File: config.mk
export PLATFORM = sky130hd
export DESIGN_NAME = svm_feeder
export DESIGN_NICKNAME = d
export VERILOG_FILES = /design/src/rtl/svm_pkg.sv /design/src/rtl/svm_vec_fifo.sv /design/src/rtl/svm_feeder.sv
export SDC_FILE = /design/constraint.sdc
export NUM_CORES = 1
export LEC_CHECK = 0
export ABC_AREA = 1
export CAP_MARGIN = 20
export CORE_ASPECT_RATIO = 1.25
export CORE_MARGIN = 8
export CORE_UTILIZATION = 50
export CTS_BUF_LIST = sky130_fd_sc_hd__clkbuf_4 sky130_fd_sc_hd__clkbuf_8 sky130_fd_sc_hd__clkbuf_16
export CTS_CLUSTER_SIZE = 16
export DETAILED_ROUTE_END_ITERATION = 8
export HOLD_SLACK_MARGIN = 0.02
export PLACE_DENSITY = 0.81
export SETUP_SLACK_MARGIN = 0.02
export SLEW_MARGIN = 15
export SYNTH_ARGS = -nofsm -noshare
export SYNTH_HDL_FRONTEND = slang
export SYNTH_SLANG_ARGS = --single-unit
File: constraint.sdc
create_clock -name clk -period 3.5 [get_ports clk]
set_input_delay 0.35 -clock clk [delete_from_list [all_inputs] [get_ports clk]]
set_output_delay 0.35 -clock clk [all_outputs]
set_load 0.05 [all_outputs]
File: src/rtl/svm_pkg.sv
// Shared types and constants for the SVM engine and its input feeder.
// Exports feature-vector typedef and the feeder FSM state encoding.
package svm_pkg;

  localparam int DATA_SIZE  = 32;
  localparam int NUM_FEAT   = 2;
  localparam int NUM_SV     = 3;
  localparam int ACCUM_SIZE = 2 * DATA_SIZE + 8;

  typedef logic [NUM_FEAT-1:0][DATA_SIZE-1:0] feat_vec_t;

  typedef enum logic [1:0] {
    IDLE,
    FEED,
    DRAIN
  } feed_state_t;

endpackage

File: src/rtl/svm_vec_fifo.sv
// Synchronous FIFO of {vector, last} with occupancy and last-flag count.
// Ports: i_push/i_vec/i_last in, i_pop in, o_vec/o_last head, o_full,
// o_empty, o_count, o_last_cnt.
module svm_vec_fifo #(
  parameter int DATA_SIZE  = 32,
  parameter int NUM_FEAT   = 2,
  parameter int FIFO_DEPTH = 4
) (
  input  logic                               clk,
  input  logic                               rst_n,
  input  logic                               i_push,
  input  logic [NUM_FEAT-1:0][DATA_SIZE-1:0] i_vec,
  input  logic                               i_last,
  input  logic                               i_pop,
  output logic [NUM_FEAT-1:0][DATA_SIZE-1:0] o_vec,
  output logic                               o_last,
  output logic                               o_full,
  output logic                               o_empty,
  output logic [$clog2(FIFO_DEPTH+1)-1:0]    o_count,
  output logic [$clog2(FIFO_DEPTH+1)-1:0]    o_last_cnt
);

  import svm_pkg::*;

  localparam int AW = $clog2(FIFO_DEPTH);
  localparam int CW = $clog2(FIFO_DEPTH+1);

  logic [NUM_FEAT-1:0][DATA_SIZE-1:0] r_vec [FIFO_DEPTH];
  logic [FIFO_DEPTH-1:0]              r_last;
  logic [AW-1:0]                      r_wr;
  logic [AW-1:0]                      r_rd;
  logic [CW-1:0]                      r_count;
  logic [CW-1:0]                      r_last_cnt;
  logic                               w_push;
  logic                               w_pop;
  logic                               w_pop_last;

  assign o_full     = (r_count == CW'(FIFO_DEPTH));
  assign o_empty    = (r_count == '0);
  assign o_count    = r_count;
  assign o_last_cnt = r_last_cnt;
  assign o_vec      = r_vec[r_rd];
  assign o_last     = r_last[r_rd];

  assign w_push     = i_push && !o_full;
  assign w_pop      = i_pop && !o_empty;
  assign w_pop_last = w_pop && r_last[r_rd];

  // Payload storage needs no reset; only valid entries are ever read.
  always_ff @(posedge clk) begin
    if (w_push) r_vec[r_wr] <= i_vec;
  end

  always_ff @(posedge clk or negedge rst_n) begin
    if (!rst_n) begin
      r_last     <= '0;
      r_wr       <= '0;
      r_rd       <= '0;
      r_count    <= '0;
      r_last_cnt <= '0;
    end else begin
      if (w_push) begin
        r_last[r_wr] <= i_last;
        r_wr         <= r_wr + 1'b1;
      end
      if (w_pop) r_rd <= r_rd + 1'b1;
      r_count <= r_count + CW'(w_push)
                         - CW'(w_pop);
      r_last_cnt <= r_last_cnt
                  + CW'(w_push && i_last)
                  - CW'(w_pop_last);
    end
  end

endmodule

File: src/rtl/svm_feeder.sv
// Buffers test vectors and drives hw_svm start/last_input/test_vector.
// Ports: in_valid/in_ready/in_vector/in_last upstream; start, last_input,
// test_vector, busy, underrun toward the engine.
module svm_feeder #(
  parameter int DATA_SIZE  = 32,
  parameter int NUM_FEAT   = 2,
  parameter int NUM_SV     = 3,
  parameter int FIFO_DEPTH = 4
) (
  input  logic                               clk,
  input  logic                               rst_n,
  input  logic                               in_valid,
  output logic                               in_ready,
  input  logic [NUM_FEAT-1:0][DATA_SIZE-1:0] in_vector,
  input  logic                               in_last,
  output logic                               start,
  output logic                               last_input,
  output logic [NUM_FEAT-1:0][DATA_SIZE-1:0] test_vector,
  output logic                               busy,
  output logic                               underrun
);

  import svm_pkg::*;

  localparam int HW = (NUM_SV > 1) ? $clog2(NUM_SV) : 1;
  localparam int DW = $clog2(NUM_FEAT*NUM_SV+1);
  localparam int CW = $clog2(FIFO_DEPTH+1);
  localparam int DRAIN_LEN = NUM_FEAT * NUM_SV;

  feed_state_t                        r_state;
  logic [HW-1:0]                      r_hold;
  logic [DW-1:0]                      r_drain;
  logic                               r_cur_last;
  logic                               r_lpend;
  logic                               r_start;
  logic                               r_last_input;
  logic                               r_underrun;
  logic [NUM_FEAT-1:0][DATA_SIZE-1:0] r_tv;

  logic [NUM_FEAT-1:0][DATA_SIZE-1:0] w_vec;
  logic                               w_last;
  logic                               w_full;
  logic                               w_empty;
  logic [CW-1:0]                      w_count;
  logic [CW-1:0]                      w_last_cnt;
  logic                               w_launch;
  logic                               w_hold_end;
  logic                               w_pop;
  logic                               w_push;

  svm_vec_fifo #(
    .DATA_SIZE  (DATA_SIZE),
    .NUM_FEAT   (NUM_FEAT),
    .FIFO_DEPTH (FIFO_DEPTH)
  ) u_fifo (
    .clk        (clk),
    .rst_n      (rst_n),
    .i_push     (w_push),
    .i_vec      (in_vector),
    .i_last     (in_last),
    .i_pop      (w_pop),
    .o_vec      (w_vec),
    .o_last     (w_last),
    .o_full     (w_full),
    .o_empty    (w_empty),
    .o_count    (w_count),
    .o_last_cnt (w_last_cnt)
  );

  // Ready comes straight from the registered count.
  assign in_ready = (w_count != CW'(FIFO_DEPTH));
  assign w_push   = in_valid && in_ready;

  assign w_launch   = !w_empty &&
                      ((w_last_cnt != '0) || w_full);
  assign w_hold_end = (r_hold == HW'(NUM_SV-1));

  always_comb begin
    w_pop = 1'b0;
    unique case (r_state)
      IDLE:    w_pop = w_launch;
      FEED:    w_pop = w_hold_end && !r_cur_last
                       && !w_empty;
      default: w_pop = 1'b0;
    endcase
  end

  assign start       = r_start;
  assign last_input  = r_last_input;
  assign test_vector = r_tv;
  assign busy        = (r_state != IDLE);
  assign underrun    = r_underrun;

  // r_drain counts cycles since last_input; it reads 0 in that cycle.
  always_ff @(posedge clk or negedge rst_n) begin
    if (!rst_n) begin
      r_state      <= IDLE;
      r_hold       <= '0;
      r_drain      <= '0;
      r_cur_last   <= 1'b0;
      r_lpend      <= 1'b0;
      r_start      <= 1'b0;
      r_last_input <= 1'b0;
      r_underrun   <= 1'b0;
      r_tv         <= '0;
    end else begin
      r_start      <= 1'b0;
      r_last_input <= 1'b0;
      if (r_drain != DW'(DRAIN_LEN))
        r_drain <= r_drain + 1'b1;
      unique case (r_state)
        IDLE: begin
          if (w_launch) begin
            r_state    <= FEED;
            r_tv       <= w_vec;
            r_cur_last <= w_last;
            r_lpend    <= w_last;
            r_hold     <= '0;
            r_start    <= 1'b1;
          end
        end
        FEED: begin
          // A one-vector batch flags last one cycle after start,
          // since the engine ignores last_input on its start cycle.
          if (r_lpend) begin
            r_lpend      <= 1'b0;
            r_last_input <= 1'b1;
            r_drain      <= '0;
          end
          if (w_hold_end) begin
            r_hold <= '0;
            if (r_cur_last) begin
              r_state <= DRAIN;
            end else if (!w_empty) begin
              r_tv         <= w_vec;
              r_cur_last   <= w_last;
              r_last_input <= w_last;
              if (w_last) r_drain <= '0;
            end else begin
              r_underrun <= 1'b1;
            end
          end else begin
            r_hold <= r_hold + 1'b1;
          end
        end
        DRAIN: begin
          if (r_drain >= DW'(DRAIN_LEN-1))
            r_state <= IDLE;
        end
        default: r_state <= IDLE;
      endcase
    end
  end

endmodule

==> qor.csv <==
metric;value;unit
status;complete, no violations;
p_int;9540;uW
p_switching;6310;uW
cp_top_family;adder cells;
gr-total-overflow;0;
crit_arrival;3.09;ns
track_usage;18.1;%
yosys_warnings;0;
antenna_found_initial;3;
synth_edf_count;256;
path_clk_slew;0.06;ns
clk_latency;0.57;ns
synth.net_count;1136;
p_sw_share;39.8;%
power_frac_seq;39.1;%
dieHeight;199;um
vias_per_cell;5.53;
drv_cap;0;
cts_max_path_buffers;3;
drt_iter0_markers;737;
portBuffers;136;
rows;67;
leakage;0.00608;uW
crit_path_max_fanout;59;
clock_skew;0.0346;ns
cts_inserted_buffers;31;
final_cell_mix;256 x edfxtp_1, 163 x nand2_1, 136 x nor2_1, 135 x clkdlybuf4s50_1, 113 x o21ai_0;
fmax;375;MHz
synth.avg_cell_area;12.6;sq um
place.detailed.hpwl;17000;um
synthFlopType;edfxtp_1;
multi_input_area;2950;sq um
seq_area_frac_synth;74.5;%
htree_num_levels;1;
drive_gt1_share;7.74;%
power_frac_clock;21.8;%
cp.required;3.92;ns
drc;0;
stdcell_count;1551;
fin_crit_sh;76.2;%
netlist_area;13300;sq um
grt_pass1_wl;45900;um
vias;8578;
root_buffer;clkbuf_16;
pwr_density_cell;985;nW/um^2
cp_common_cell;ha_1;
rsz0062_at_grt;false;
dp.cells;1487;
coreArea;26500;sq um
postCtsSetupBuffers;0;
cp-end-kind;flip-flop;
ys_ff_latch;346;
gp_congestion;0.792;
post_synth_num_cell_types;27;
nets;1258;
crit_chain;nand2_1 > nand3_1 > nand2_2 > inv_2 > a21oi_1 > ha_1 > inv_1 > ha_1 > fa_1 > xnor2_1 > xor2_1;
cts_tree;done;
vdd_drop_max;535;uV
async_flop_share;26.0;%
setup_tns;0;ns
drt_first_pass_iters;5;
fin_util;60.8;%
setup_viol;0;
fillers;2034;
finalHoldViolations;0;
min_period;2.67;ns
area_delta_synth_final;20.7;%
final_antenna_net_count;0;
max_slew_margin;41.3;%
final_area;16100;sq um
cp-start-kind;flip-flop;
place_area;15000;sq um
start_util;50.3;%
seqCellArea;9940;sq um
syn_inst;1055;
critPathMaxStageDelay;0.82;ns
p_comb_share;39.1;%
die_area;32200;sq um
routedWlPerCell;19.1;um
cts_sinks;346;
holdWs;0.240;ns
cp_slowest_cell;dfrtp_4;
cp_num_buf_inv;2;
grt_start_max_net_pins;80;
critPathKind;flip-flop to flip-flop;
routed_wl;29700;um
hp-class;primary input to async pin;
grt_pass1_vias;8555;
worst_pin_slew;0.881;ns
final_common_cell;edfxtp_1;
die_w;162;um
slew_violations;0;
ioPinCount;137;
[area by class of cell]
class	count	area share, %
sequential	346	61.8
multi-input combinational	611	18.3
timing repair buffer	153	9.61
clock buffer	42	5.60
tap	345	2.68
clock inverter	16	1.07
inverter	34	0.840
antenna	4	0.0622
[power by group through the flow]
stage               Combinational, uW  Sequential, uW  Clock, uW
detailed placement               6200            6260          0
global route                     6760            6300       3670
finish                           6200            6200       3460
floorplan                        3110            7360          0
CTS                              6230            6200       3500
global placement                 6000            6230          0
[worst paths after layout]
path,startpoint,end,slack [ns],cells past startpoint
worst max-delay path,u_fifo.r_rd[0],u_fifo.o_last_cnt[2],0.83,11
worst min-delay path,rst_n,test_vector[40],0.24,2
worst max register to register,u_fifo.r_rd[0],u_fifo.o_last_cnt[2],0.83,11
worst min register to register,u_fifo.o_last_cnt[1],u_fifo.o_last_cnt[2],0.47,1
max in group asynchronous,rst_n,u_fifo.r_rd[1],2.34,4
min in group clk,in_vector[10],u_fifo.r_vec[0][10],0.42,1
[repair_timing]
action / 4_1_cts / 5_1_grt
endpoints found under the hold margin: 58 / 0
hold buffers: 1 / 0
resized for setup: 0 / 0
endpoints found under the setup margin: 0 / 0
[registers in the layout (all words and copies together), names as in the netlist]
register,count
r_cur_last,1
u_fifo.r_vec,256
start,1
u_fifo.r_rd,2
u_fifo.r_last,4
u_fifo.o_count,3
r_hold,2
test_vector,64
last_input,1
r_drain,3
r_lpend,1
underrun,1
r_state,2
u_fifo.o_last_cnt,3
u_fifo.r_wr,2
[worst register-to-register path, stage by stage, from the launching register on]
cell     delay [ns]
dfrtp_4        0.82
nand2_1        0.16
nand3_1        0.14
nand2_2        0.09
inv_2          0.06
a21oi_1        0.04
ha_1           0.29
inv_1          0.04
ha_1           0.21
fa_1           0.39
xnor2_1        0.14
xor2_1         0.14
[cells in the mapped netlist (3+ instances only)]
| library cell | number | area [sq um] |
|---|---|---|
| edfxtp_1 | 256 | 7690 |
| nand2_1 | 163 | 612 |
| nor2_1 | 136 | 510 |
| o21ai_0 | 113 | 566 |
| dfrtp_1 | 90 | 2250 |
| nand3_1 | 74 | 370 |
| o22ai_1 | 64 | 400 |
| clkbuf_1 | 31 | 116 |
| inv_1 | 29 | 109 |
| o21ai_1 | 25 | 125 |
| buf_2 | 24 | 120 |
| ha_1 | 11 | 138 |
| buf_6 | 8 | 90.1 |
| a21oi_1 | 4 | 20.0 |
| inv_2 | 4 | 15.0 |
| xor2_1 | 4 | 35.0 |
| nand2_2 | 3 | 18.8 |
| nor2_4 | 3 | 33.8 |
| xnor2_1 | 3 | 26.3 |
[layer usage]
layer	track usage, %	vias to the layer above	part of all wire [%]
met5	0	-	0
met4	6.60	0	2.5
met3	2.88	50	6.7
met2	32.6	341	52
met1	21.7	4204	38
li1	-	3983	-
[stage by stage]
| stage | total power [uW] | setup WS (ns) |
|---|---|---|
| global placement | 12200 | 0.917 |
| detailed placement | 12500 | 0.821 |
| floorplan | 10500 | 0.551 |
| finish | 15900 | 0.833 |
| global route | 16700 | 0.618 |
| CTS | 15900 | 0.813 |
[kinds of logic (layout without fill, tap and decap cells)]
group                      after synthesis  after routing  share of synthesized area, %
and+or+nand+nor                        383            383                          11.8
xor gates and xnor gates                 7              7                         0.460
other                                    0              4                             0
DFF                                    346            346                          74.5
AOI/OAI and AO/OA                      208            208                          8.45
buffers and inverters                   98            245                          3.43
adders and majority gates               13             13                          1.33
No activity file was read; power rests on OpenSTA's default activity.
